## src/rtl/rf_arb_pkg.sv

```systemverilog
// rf_arb_pkg: shared types and sizes for the register-file write arbiter
package rf_arb_pkg;
    localparam int REG_ID_W = 4;
    localparam int NUM_REGS = 16;
    localparam int DATA_W   = 16;
    typedef struct packed {
        logic [REG_ID_W-1:0] reg_id;
        logic [DATA_W-1:0]   data;
    } rf_wr_t;
    typedef enum logic [1:0] {SEL_NONE, SEL_WB, SEL_AUX} arb_sel_t;
endpackage

```

## src/rtl/rf_write_arbiter_fifo.sv

```systemverilog
// rf_wr_fifo: synchronous queue of write requests with full/empty flags
module rf_wr_fifo
    import rf_arb_pkg::*;
#(
    parameter int  DEPTH = 2,
    parameter type T     = rf_wr_t
) (
    input  logic clk,
    input  logic rst_n,
    input  logic push_i,
    input  T     din_i,
    input  logic pop_i,
    output T     dout_o,
    output logic full_o,
    output logic empty_o
);
    localparam int PW = DEPTH > 1 ? $clog2(DEPTH) : 1;
    localparam int CW = $clog2(DEPTH + 1);
    T              mem_q [DEPTH];
    logic [PW-1:0] wr_q, rd_q;
    logic [CW-1:0] cnt_q;
    function automatic logic [PW-1:0] nxt(input logic [PW-1:0] p);
        return (p == PW'(DEPTH - 1)) ? '0 : p + 1'b1;
    endfunction
    always_ff @(posedge clk) begin
        if (!rst_n) begin
            wr_q  <= '0;
            rd_q  <= '0;
            cnt_q <= '0;
        end else begin
            if (push_i) begin
                mem_q[wr_q] <= din_i;
                wr_q        <= nxt(wr_q);
            end
            if (pop_i) rd_q <= nxt(rd_q);
            cnt_q <= cnt_q + CW'(push_i) - CW'(pop_i);
        end
    end
    assign dout_o  = mem_q[rd_q];
    assign full_o  = cnt_q == CW'(DEPTH);
    assign empty_o = cnt_q == '0;
endmodule

```

## src/rtl/rf_write_arbiter.sv

```systemverilog
// rf_write_arbiter: owns the register-file write port, WB beats a queued aux path with starvation relief
module rf_write_arbiter
    import rf_arb_pkg::*;
#(
    parameter int DATA_W            = rf_arb_pkg::DATA_W,
    parameter int FIFO_DEPTH        = 2,
    parameter int STARVE_LIMIT      = 4,
    parameter bit ZERO_REG_WRITABLE = 1'b0
) (
    input  logic                clk,
    input  logic                rst_n,
    input  logic                wb_valid,
    input  logic [REG_ID_W-1:0] wb_reg,
    input  logic [DATA_W-1:0]   wb_data,
    input  logic                aux_valid,
    output logic                aux_ready,
    input  logic [REG_ID_W-1:0] aux_reg,
    input  logic [DATA_W-1:0]   aux_data,
    input  logic                aux_issue,
    input  logic [REG_ID_W-1:0] aux_issue_reg,
    output logic                WriteReg,
    output logic [REG_ID_W-1:0] DstReg,
    output logic [DATA_W-1:0]   DstData,
    output logic [NUM_REGS-1:0] busy_mask,
    output logic                wb_stall
);
    localparam int SW = $clog2(STARVE_LIMIT + 1);
    typedef struct packed {
        logic [REG_ID_W-1:0] reg_id;
        logic [DATA_W-1:0]   data;
    } wr_t;
    wr_t                 aux_in, head;
    arb_sel_t            sel;
    logic                full, empty, push, pop, rdy_q, we_d, we_q, stall_d, stall_q;
    logic [REG_ID_W-1:0] sel_reg, dst_q;
    logic [DATA_W-1:0]   sel_data, data_q;
    logic [SW-1:0]       starve_q, starve_d;
    logic [NUM_REGS-1:0] busy_q, busy_d;
    assign aux_in    = {aux_reg, aux_data};
    assign aux_ready = rdy_q & ~full;
    assign push      = aux_valid & aux_ready;
    assign pop       = sel == SEL_AUX;
    rf_wr_fifo #(.DEPTH(FIFO_DEPTH), .T(wr_t)) u_fifo (
        .clk(clk), .rst_n(rst_n), .push_i(push), .din_i(aux_in), .pop_i(pop),
        .dout_o(head), .full_o(full), .empty_o(empty)
    );
    always_comb begin
        sel      = wb_valid ? SEL_WB : (empty ? SEL_NONE : SEL_AUX);
        sel_reg  = wb_valid ? wb_reg : head.reg_id;
        sel_data = wb_valid ? wb_data : head.data;
        we_d     = sel != SEL_NONE && (ZERO_REG_WRITABLE || sel_reg != '0);
        // the stall pulse restarts the count even if WB ignores it
        stall_d  = !empty && wb_valid && starve_q == SW'(STARVE_LIMIT - 1);
        starve_d = (empty || pop || stall_d) ? '0 : starve_q + 1'b1;
        busy_d   = busy_q;
        if (pop) busy_d[head.reg_id] = 1'b0;
        if (aux_issue && (ZERO_REG_WRITABLE || aux_issue_reg != '0)) busy_d[aux_issue_reg] = 1'b1;
    end
    always_ff @(posedge clk) begin
        if (!rst_n) begin
            rdy_q    <= 1'b0;
            we_q     <= 1'b0;
            dst_q    <= '0;
            data_q   <= '0;
            stall_q  <= 1'b0;
            starve_q <= '0;
            busy_q   <= '0;
        end else begin
            rdy_q    <= 1'b1;
            we_q     <= we_d;
            if (we_d) begin
                dst_q  <= sel_reg;
                data_q <= sel_data;
            end
            stall_q  <= stall_d;
            starve_q <= starve_d;
            busy_q   <= busy_d;
        end
    end
    assign WriteReg  = we_q;
    assign DstReg    = dst_q;
    assign DstData   = data_q;
    assign busy_mask = busy_q;
    assign wb_stall  = stall_q;
endmodule

```

## config.mk

```make
export PLATFORM = sky130hd
export DESIGN_NAME = rf_write_arbiter
export DESIGN_NICKNAME = d
export VERILOG_FILES = /design/src/rtl/rf_arb_pkg.sv /design/src/rtl/rf_write_arbiter_fifo.sv /design/src/rtl/rf_write_arbiter.sv
export SDC_FILE = /design/constraint.sdc
export NUM_CORES = 1
export LEC_CHECK = 0
export CAP_MARGIN = 20
export CELL_PAD_IN_SITES_DETAIL_PLACEMENT = 1
export CELL_PAD_IN_SITES_GLOBAL_PLACEMENT = 1
export CORE_MARGIN = 2
export CORE_UTILIZATION = 38
export CTS_CLUSTER_SIZE = 28
export DETAILED_ROUTE_END_ITERATION = 7
export PLACE_DENSITY_LB_ADDON = 0.1
export SYNTH_ARGS = -nofsm -noshare
export SYNTH_HDL_FRONTEND = slang
export SYNTH_SLANG_ARGS = --single-unit
```

## constraint.sdc

```tcl
create_clock -name clk -period 3.5 [get_ports clk]
set_clock_uncertainty 0.15 [all_clocks]
set_input_delay 1.05 -clock clk [delete_from_list [all_inputs] [get_ports clk]]
set_output_delay 1.05 -clock clk [all_outputs]
set_load 0.005 [all_outputs]
```

# ---- After elaboration in Yosys (flattened, before gate mapping)
# Memory sizes are Yosys's and may differ from the RTL's. A register that Yosys moved wholly into a read port is not among the register bits.
# Index checks and enable logic that the tools add are counted.
dict set report classes {
  addsub 5
  magnitude_cmp 4
  eq_ne 3
  n_mux 18
  bitwise_logic 7
  n_reduce_logical 14
}
# op n
set op_table {}
lappend op_table {{16-bit two-way mux} 3}
lappend op_table {{16-bit AND} 1}
lappend op_table {{16-bit NOT} 1}
lappend op_table {{16-bit bitwise OR} 1}
lappend op_table {{4-bit by 5-bit < comparator with 1-bit output (second input constant)} 2}
lappend op_table {{1-bit two-way mux} 10}
lappend op_table {{1-bit demux with 4-bit select} 2}
lappend op_table {{4-bit by 1-bit >= comparator with 1-bit output (second input constant)} 2}
lappend op_table {{4-bit nonzero test} 2}
lappend op_table {{1-bit logical AND} 6}
lappend op_table {{2-bit equality test (second input constant)} 2}
lappend op_table {{2-bit two-way mux} 2}
lappend op_table {{4-bit two-way mux} 1}
lappend op_table {{3-bit by 1-bit adder with 3-bit output (second input constant)} 1}
lappend op_table {{3-bit by 2-bit equality test with 1-bit output (second input constant)} 1}
lappend op_table {{1-bit adder (second input constant)} 2}
lappend op_table {{2-bit by 1-bit adder with 2-bit output} 1}
lappend op_table {{1-bit AND} 2}
lappend op_table {{2-bit zero test} 1}
lappend op_table {{1-bit logical OR} 2}
lappend op_table {{1-bit NOT} 2}
lappend op_table {{2-bit nonzero test} 1}
lappend op_table {{2-bit OR reduction} 1}
lappend op_table {{2-bit by 1-bit subtractor with 2-bit output} 1}
lappend op_table {{1-bit zero test} 1}
dict set report totals {
  reg_bits 46
  ramBits 40
  out_inout_bits 39
  elab_cells 62
  memories 1
}
# memory depth width read_ports rd_ports_with_merged_regs write_ports line
set memory_table {}
lappend memory_table {u_fifo.mem_q 2 20 1 1 1 rf_write_arbiter_fifo.sv:19} ;# T mem_q [DEPTH];

# ---- Longest topological paths before layout
# Gate-level depths: netlist of the first run.
dict set report depth {
  word_depth 9
  mapped_depth 8
}

# ---- Cells and area by module
# A second synthesis of the first run with hierarchy kept.
dict set report hier_totals {
  cells_unflattened 303
  hier_area_um2 3683.5
}
# module instances cells_each area_per_inst_um2
set modules_own_cells {}
lappend modules_own_cells {rf_write_arbiter 1 219 2014.4}
lappend modules_own_cells {rf_wr_fifo 1 84 1669.1}

# ---- Least setup slack after synthesis of the first run
# No wires, ideal clock.
dict set report synth_path {
  kind {input-to-reg}
  from {in rst_n}
  to {mem u_fifo.mem_q[0][0] in the netlist's numbering, enable pin}
  setup_ps 397
  arrival_time_ps 2455
  required_ps 2953
  path_slack_ps 499
  path_stages 4
  path_cell_list {clkbuf_1 -> clkbuf_1 -> nand2_1 -> nor2_1}
}
dict set report synth_between {
  elab_chain_len 2
}
# element line
set synth_rtl {}
lappend synth_rtl {{start, declared} rf_write_arbiter.sv:11} ;# input logic rst_n,
lappend synth_rtl {{1-bit two-way mux} rf_write_arbiter_fifo.sv:26} ;# if (!rst_n) begin
lappend synth_rtl {{1-bit two-way mux (implied by the code)} rf_write_arbiter_fifo.sv:32} ;# mem_q[wr_q] <= din_i;
lappend synth_rtl {{end, declared} rf_write_arbiter_fifo.sv:19}
# No other way between the ends.

# ---- Worst setup path after layout of the first run
dict set report layout_path {
  from {reg u_fifo.cnt_q[0]}
  to {out aux_ready}
}
dict set report layout_between {
  elab_chain_len 3
}
# element line
set layout_rtl {}
lappend layout_rtl {{start, declared} rf_write_arbiter_fifo.sv:21} ;# logic [CW-1:0] cnt_q;
lappend layout_rtl {{start signal, assigned} rf_write_arbiter_fifo.sv:36} ;# cnt_q <= cnt_q + CW'(push_i) - CW'(pop_i);
lappend layout_rtl {{2-bit equality test} rf_write_arbiter_fifo.sv:40} ;# assign full_o = cnt_q == CW'(DEPTH);
lappend layout_rtl {{1-bit NOT} rf_write_arbiter.sv:40} ;# assign aux_ready = rdy_q & ~full;
lappend layout_rtl {{1-bit AND} rf_write_arbiter.sv:40}
lappend layout_rtl {{end, declared} rf_write_arbiter.sv:16} ;# output logic aux_ready,
# No other way between the ends.

==> metrics.md, run 1 <==
| Metric | Value |
|---|---|
| CP Launch Type | `flip-flop` |
| Fraction of layout cells with a size suffix above 1 | `under 10%` |
| NumNets Final | `between 400 and 500` |
| Netlist cell types | `34` |
| Chip width | `101 um` |
| Critical R2R Capture | `DstData[9]` |
| Detailed-router iteration count before antenna repair | `4` |
| Share of the synthesized area in compound gates (AO/OA/AOI/OAI) | `under 10%` |
| Fin. max-slew vios | `0` |
| Gpl congestion | `about 0.84` |
| Total GRT Usage | `approximately 18%` |
| ANT nets after route | `0` |
| Cell taking the most area after synthesis | `edfxtp_1` |
| Fillcell total | `slightly below 1000` |
| Synth top area cells | `edfxtp_1, dfxtp_1, mux2i_1` |
| Multi-input logic area | `about 1300 um2` |
| Hold path depth | `1` |
| R2R depth | `5` |
| CTS sink count | `87` |
| Hold Crit Class | `reg -> reg` |
| CTS tree | `done` |
| Least-Margin Pin Slew | `489 ps` |
| Die footprint | `slightly above 10000 um2` |
| Final setup viols | `0` |
| Clk_lat worst skew | `between 300 and 400 ps` |
| Hold path startpoint | `starve_q[0]` |
| CTS H-tree depth | `3` |
| Post-synth ARST share | `0%` |
| Worst slew margin | `roughly two thirds` |
| Total length of routed wires | `8450 um` |
| Syn nets | `375` |
| Core area | `between 9000 and 10000 um2` |
| Crit end category | `output port` |
| Diode count | `0` |
| Via count | `2651` |
| PostCTS Resize Cnt | `0` |
| Critical path class | `reg -> out` |
| Hold Path Sink | `starve_q[0]` |
| Crit-path max FO | `5` |
| Max stage delay on crit path | `490 ps` |
| Cell Pwr Density | `548 nW/um2` |
| Required @ worst endpoint | `2300 ps` |
| Total negative slack | `0 ps` |
| Mapped Cells | `between 300 and 400` |
| Final min period | `2680 ps` |
| Synthesis-to-layout area growth | `33.6%` |
| 1st-iter DRT viols | `64` |
| Crit-path cells | `nand2b_1 > and2_1 > clkdlybuf4s50_1` |
| Total gr overflow | `0` |
| Final worst path period share | `76.6%` |
| Mapped Area | `between 3000 and 4000 um2` |
| Vias in the first global route | `2792` |
| # IOs | `88` |
| Initial core utilization | `38.9%` |
| Largest family of logic cells by synthesized area | `multiplexers` |
| Synth Area in Simple Gates | `12.3%` |
| Clock Pin Slew Worst Setup and Hold Paths | `90 ps` |
| Final Hold Fails | `0` |
| PortBufs | `87` |
| GR Util met1 | `23.8%` |
| Vias per cell | `5.02` |
| Setup slack, reg-to-reg | `1320 ps` |
| Most common library cells after synthesis | `nand2_1, dfxtp_1, edfxtp_1` |
| Register bit count reported by yosys | `87` |
| Max Cap Viol | `0` |
| VDD IR max | `0.234 mV` |
| Clk root buf | `clkbuf_8` |
| CP arrival | `1480 ps` |
| HPWL after DPL | `6140 um` |
| Sequential cell area | `2140 um2` |
| Fraction of synthesized area in multiplexers | `approximately an eighth` |
| Post-Synth XOR/XNOR Area | `0.983%` |
| CTS max path bufs | `2` |
| Post-synth EDFFs | `40` |
| Leakage | `roughly 1.7 nW` |
| Outcome | `complete, no violations` |
| Mean Syn Cell Area | `11.1 um2` |
| Hold_buf cts | `0` |
| Met2 Use GR | `28.5%` |
| Ys flop type | `dfxtp_1` |
| Hold Slack | `between 200 and 300 ps` |
| Global route hottest layer | `met2` |
| Wire length per cell | `16.0 um` |
| First-pass GRT wire length | `13700 um` |
| # DRC | `0` |
| Most common cell in the netlist | `nand2_1` |
| Synth Warn # | `0` |
| Slowest CP cell | `clkdlybuf4s50_1` |
| TritonCTS Buffers | `9` |
| Num rows | `35` |
| RSZ-0062 raised after global routing | `no` |
| Max Clock Freq | `0.373 GHz` |
| Largest net degree at the start of global routing | `34` |
| Die H | `between 100 and 150 um` |
| Seq/Total Area, Yosys | `60.1%` |
| Post-CTS setup buffer count | `0` |
| Met3 Track Usage GR | `around 4.6%` |
| Synth top area share | `between 30% and 40%` |
| Post-Synth Adder-Cell Area | `1.40%` |
| Initial antenna violation count | `0` |
## registers in the layout, indices dropped and copies added, names as in the netlist, named ones only
register and cells:
DstReg 4, u_fifo.wr_q 1, starve_q 3, WriteReg 1, rdy_q 1, u_fifo.cnt_q 2, DstData 16, u_fifo.mem_q 40
u_fifo.rd_q 1, busy_mask 16, wb_stall 1
## how the worst max path moves through the flow
| stage | slack (ps) | endpoint | cells after the start | startpoint |
|---|---|---|---|---|
| floorplan | 500 | u_fifo.mem_q[0][0] | 4 | rst_n |
| global placement | 550 | u_fifo.mem_q[0][8] | 4 | rst_n |
| detailed placement | 510 | u_fifo.cnt_q[1] | 8 | wb_valid |
| CTS | 790 | aux_ready | 3 | u_fifo.cnt_q[0] |
| global route | 730 | aux_ready | 3 | u_fifo.cnt_q[0] |
| finish | 820 | aux_ready | 3 | u_fifo.cnt_q[0] |
## cell families (layout without fill, tap and decap cells)
kind of cell,count (synthesis),after routing
and+or+nand+nor,102,102
DFF,87,87
AOI/OAI and AO/OA,58,58
muxes,42,42
buffers and inverters,25,120
adders and majority gates,4,4
xor gates and xnor gates,4,4
## worst max-delay path: cells and delay by family (launching register included)
| kind | cells | cell delay (ps) |
|---|---|---|
| AND/OR/NAND/NOR | 2 | 250 |
| flip-flops | 1 | 390 |
| buffers and inverters | 1 | 490 |
## through the flow
stage / utilization [%] / cell area (um2) / worst slack (ps) / cells / power [mW]
floorplan: - / 3560 / 499 / 322 / 1.68
global placement: 49.9 / 4570 / 548 / 512 / 1.95
detailed placement: 49.9 / 4570 / 506 / 512 / 1.97
CTS: 52.0 / 4760 / 793 / 528 / 2.65
global route: 52.0 / 4760 / 735 / 528 / 2.75
finish: 52.0 / 4760 / 818 / 528 / 2.61
## layout by cell type, fill, tap and decap left out, types with 2 or more instances in the layout
cell,n
clkdlybuf4s50_1,87
nand2_1,62
dfxtp_1,46
edfxtp_1,40
mux2i_1,37
o21ai_0,22
a21oi_1,15
nor2_1,13
clkbuf_8,10
o21ai_1,9
buf_4,9
nand3_1,8
inv_1,7
nor3_1,5
a31o_1,4
ha_1,4
and3_1,3
xnor2_1,3
nor3b_1,3
a31oi_1,3
nand2b_1,2
and2_1,2
nor2b_1,2
mux2_4,2
mux2_2,2
inv_6,2
clkinvlp_4,2
## layer usage
layer | vias up | share of wire, %
met5 | - | 0
met4 | 0 | 0.97
met2 | 61 | 47
met3 | 10 | 4.5
met1 | 1270 | 48
li1 | 1310 | -
## cell type report
type | instances | area share [%]
repair buffers | 97 | 20.1
clock buffers | 10 | 2.89
flip-flops and latches | 87 | 45.0
well taps | 111 | 2.92
clock inverters | 6 | 1.10
inverters | 7 | 0.552
multi-input cells | 210 | 27.4
## power breakdown
group          total [mW]  switching (mW)  internal (mW)
clock network       0.668           0.380          0.289
logic               0.680           0.305          0.375
registers            1.26          0.0901           1.17
total                2.61           0.775           1.83
Power figures use the tool's default switching activity.
==> run 2, diff against run 1 <==
- clock period: 3.5 -> 2.5 ns (I/O delays scaled with it)
==> run 2 against run 1 <==
Wire length down 0.54%. Global-route usage down 0.17 points. Highest routed layer unchanged. Die area unchanged. Sequential power up 40%. First-iteration DRC count down 9.4%. Worst setup slack worse by 710 ps. Via count up 0.49%. Combinational power up 47%. Design area up 1.0%. Sequential cell count unchanged. Count of clock-buffer cells in the layout up 2. Power up 42%.
==> metrics.md, run 2 (synthesized netlist as in run 1, its figures left out) <==
| Metric | Value |
|---|---|
| Fin cells | `533 (was 528)` |
| CP Launch Type | `flip-flop (unchanged)` |
| First-pass GRT wire length | `13700 um (about the same)` |
| Vias per cell | `5.00 (was 5.02)` |
| Max Cap Viol | `0 (unchanged)` |
| Num rows | `35 (unchanged)` |
| Clk root buf | `clkbuf_8 (unchanged)` |
| Least-Margin Pin Slew | `473 ps (was 489 ps)` |
| Logic pwr share | `27.1% (was 26.1%)` |
| Worst slew margin | `68.3% (was 67.4%)` |
| Max reg flops | `40 (unchanged)` |
| # IOs | `88 (unchanged)` |
| Crit-path max FO | `5 (unchanged)` |
| CTS tree | `done (unchanged)` |
| Fin. max-slew vios | `0 (unchanged)` |
| Core area | `9150 um2 (unchanged)` |
| Chip width | `101 um (unchanged)` |
| Leakage | `1.75 nW (was 1.72 nW)` |
| Switching Power | `1.04 mW (was 775 uW)` |
| Total length of routed wires | `8400 um (was 8450 um)` |
| Fraction of layout cells with a size suffix above 1 | `8.53% (was 8.15%)` |
| Post-CTS setup buffer count | `0 (unchanged)` |
| # DRC | `0 (unchanged)` |
| Post-layout util | `52.5% (was 52.0%)` |
| Final min period | `2400 ps` |
| TritonCTS Buffers | `9 (unchanged)` |
| ANT nets after route | `0 (unchanged)` |
| Total gr overflow | `0 (unchanged)` |
| Cell Pwr Density | `769 nW/um2 (was 548 nW/um2)` |
| Final setup viols | `0 (unchanged)` |
| HPWL after DPL | `6230 um (was 6140 um)` |
| Crit end category | `output port (unchanged)` |
| Vias in the first global route | `2847 (was 2792)` |
| P_int | `2.66 mW (was 1.83 mW)` |
| Most frequent cells in the layout | `clkdlybuf4s50_1, nand2_1, dfxtp_1 (unchanged)` |
| Die footprint | `10200 um2 (unchanged)` |
| Required @ worst endpoint | `1600 ps (was 2300 ps)` |
| Initial core utilization | `38.9% (unchanged)` |
| 1st-iter DRT viols | `58 (was 64)` |
| Hold Crit Class | `reg -> reg (unchanged)` |
| Placed Cells | `517 (was 512)` |
| Largest net degree at the start of global routing | `33 (was 34)` |
| Max Clock Freq | `~0.42 GHz` |
| Sw frac | `28.1% (was 29.7%)` |
| Power, Total | `3.70 mW (was 2.61 mW)` |
| Total GRT Usage | `17.5% (was 17.7%)` |
| PostCTS Resize Cnt | `0 (unchanged)` |
| Wire length per cell | `15.8 um (was 16.0 um)` |
| Final Hold Fails | `0 (unchanged)` |
| CTS sink count | `87 (unchanged)` |
| CTS max path bufs | `2 (unchanged)` |
| RSZ-0062 raised after global routing | `no (unchanged)` |
| Initial antenna violation count | `0 (unchanged)` |
| Hold_buf cts | `0 (unchanged)` |
| Most common cell after layout, fill and taps aside | `clkdlybuf4s50_1 (unchanged)` |
| Via count | `2664 (was 2651)` |
| CP arrival | `1500 ps (was 1480 ps)` |
| NumNets Final | `470 (was 465)` |
| Gpl congestion | `0.804 (was 0.843)` |
| VDD IR max | `0.381 mV (was 0.234 mV)` |
| Synthesis-to-layout area growth | `35.0% (was 33.6%)` |
| Clock Pin Slew Worst Setup and Hold Paths | `90 ps (about the same)` |
| Clock network power share | `25.5% (was 25.6%)` |
| PortBufs | `87 (unchanged)` |
| Critical path class | `reg -> out (unchanged)` |
| Diode count | `0 (unchanged)` |
| Die H | `101 um (unchanged)` |
| Detailed-router iteration count before antenna repair | `4 (unchanged)` |
| Largest Register | `u_fifo.mem_q (unchanged)` |
| CTS H-tree depth | `3 (unchanged)` |
| Final worst path period share | `95.8%` |
| Clk_lat worst skew | `350 ps (about the same)` |
| Outcome | `complete, no violations (unchanged)` |
| Flop pwr share | `47.5% (was 48.3%)` |
-- run 2: cell types whose count changed in the layout (fill, tap and decap cells not counted), sizes merged --
cell and delta:
inv -3, clkdlybuf4s50 -1, buf +6, bufinv +1, clkinvlp -1, clkinv +1
clkbuf +2
-- run 2: power groups by stage --
stage / Sequential (mW) / Combinational [mW] / Clock, mW
5_1_grt: 1.78 / 1.10 / 1.03
3_5_place_dp: 1.79 / 1.02 / 0
6_report: 1.76 / 1.00 / 0.941
4_1_cts: 1.76 / 1.02 / 0.968
3_3_place_gp: 1.79 / 0.982 / 0
2_1_floorplan: 1.74 / 0.609 / 0
-- run 2: path summary, 6_finish.rpt --
kind / start / endpoint / slack [ps] / depth (start not counted)
max: u_fifo.cnt_q[0] / aux_ready / 100 / 3
max reg2reg: flip-flop / DstData[14] / 390 / 5
min reg2reg: starve_q[0] / starve_q[0] / 290 / 1
min: starve_q[0] / starve_q[0] / 290 / 1
-- run 2: worst max-delay path, stage by stage (launching register included) --
cell,delay (ps)
dfxtp_1,400
nand2b_1,140
and2_1,120
clkdlybuf4s50_1,490
-- run 2: area by class of cell --
cell class | instances | area, um2
Clock buffer | 12 | 135
Clock inverter | 4 | 46.3
Fill cell | 994 | 4340
Multi-Input combinational cell | 210 | 1300
Inverter | 7 | 26.3
Tap cell | 111 | 139
Timing Repair Buffer | 102 | 1020
Sequential cell | 87 | 2140
-- run 2: per-layer routing --
| metal | wire length [um] | track usage, % | vias up |
|---|---|---|---|
| met2 | 4090 | 29.3 | 57 |
| li1 | - | - | 1320 |
| met1 | 3910 | 22.8 | 1277 |
| met3 | 286 | 3.26 | 10 |
| met4 | 115 | 5.69 | 0 |
| met5 | 0 | 0 | - |
-- run 2: per-stage QoR --
stage                     TNS (ps)  hold WS (ps)  worst slack [ps]  instance area [um2]
after floorplan                  0           258               107                 3560
after global placement        -173           268             -40.2                 4630
after detailed placement     -2090           283              -140                 4630
after CTS                        0           297              66.2                 4810
after global routing             0           320              9.36                 4810
final                            0           288               104                 4810
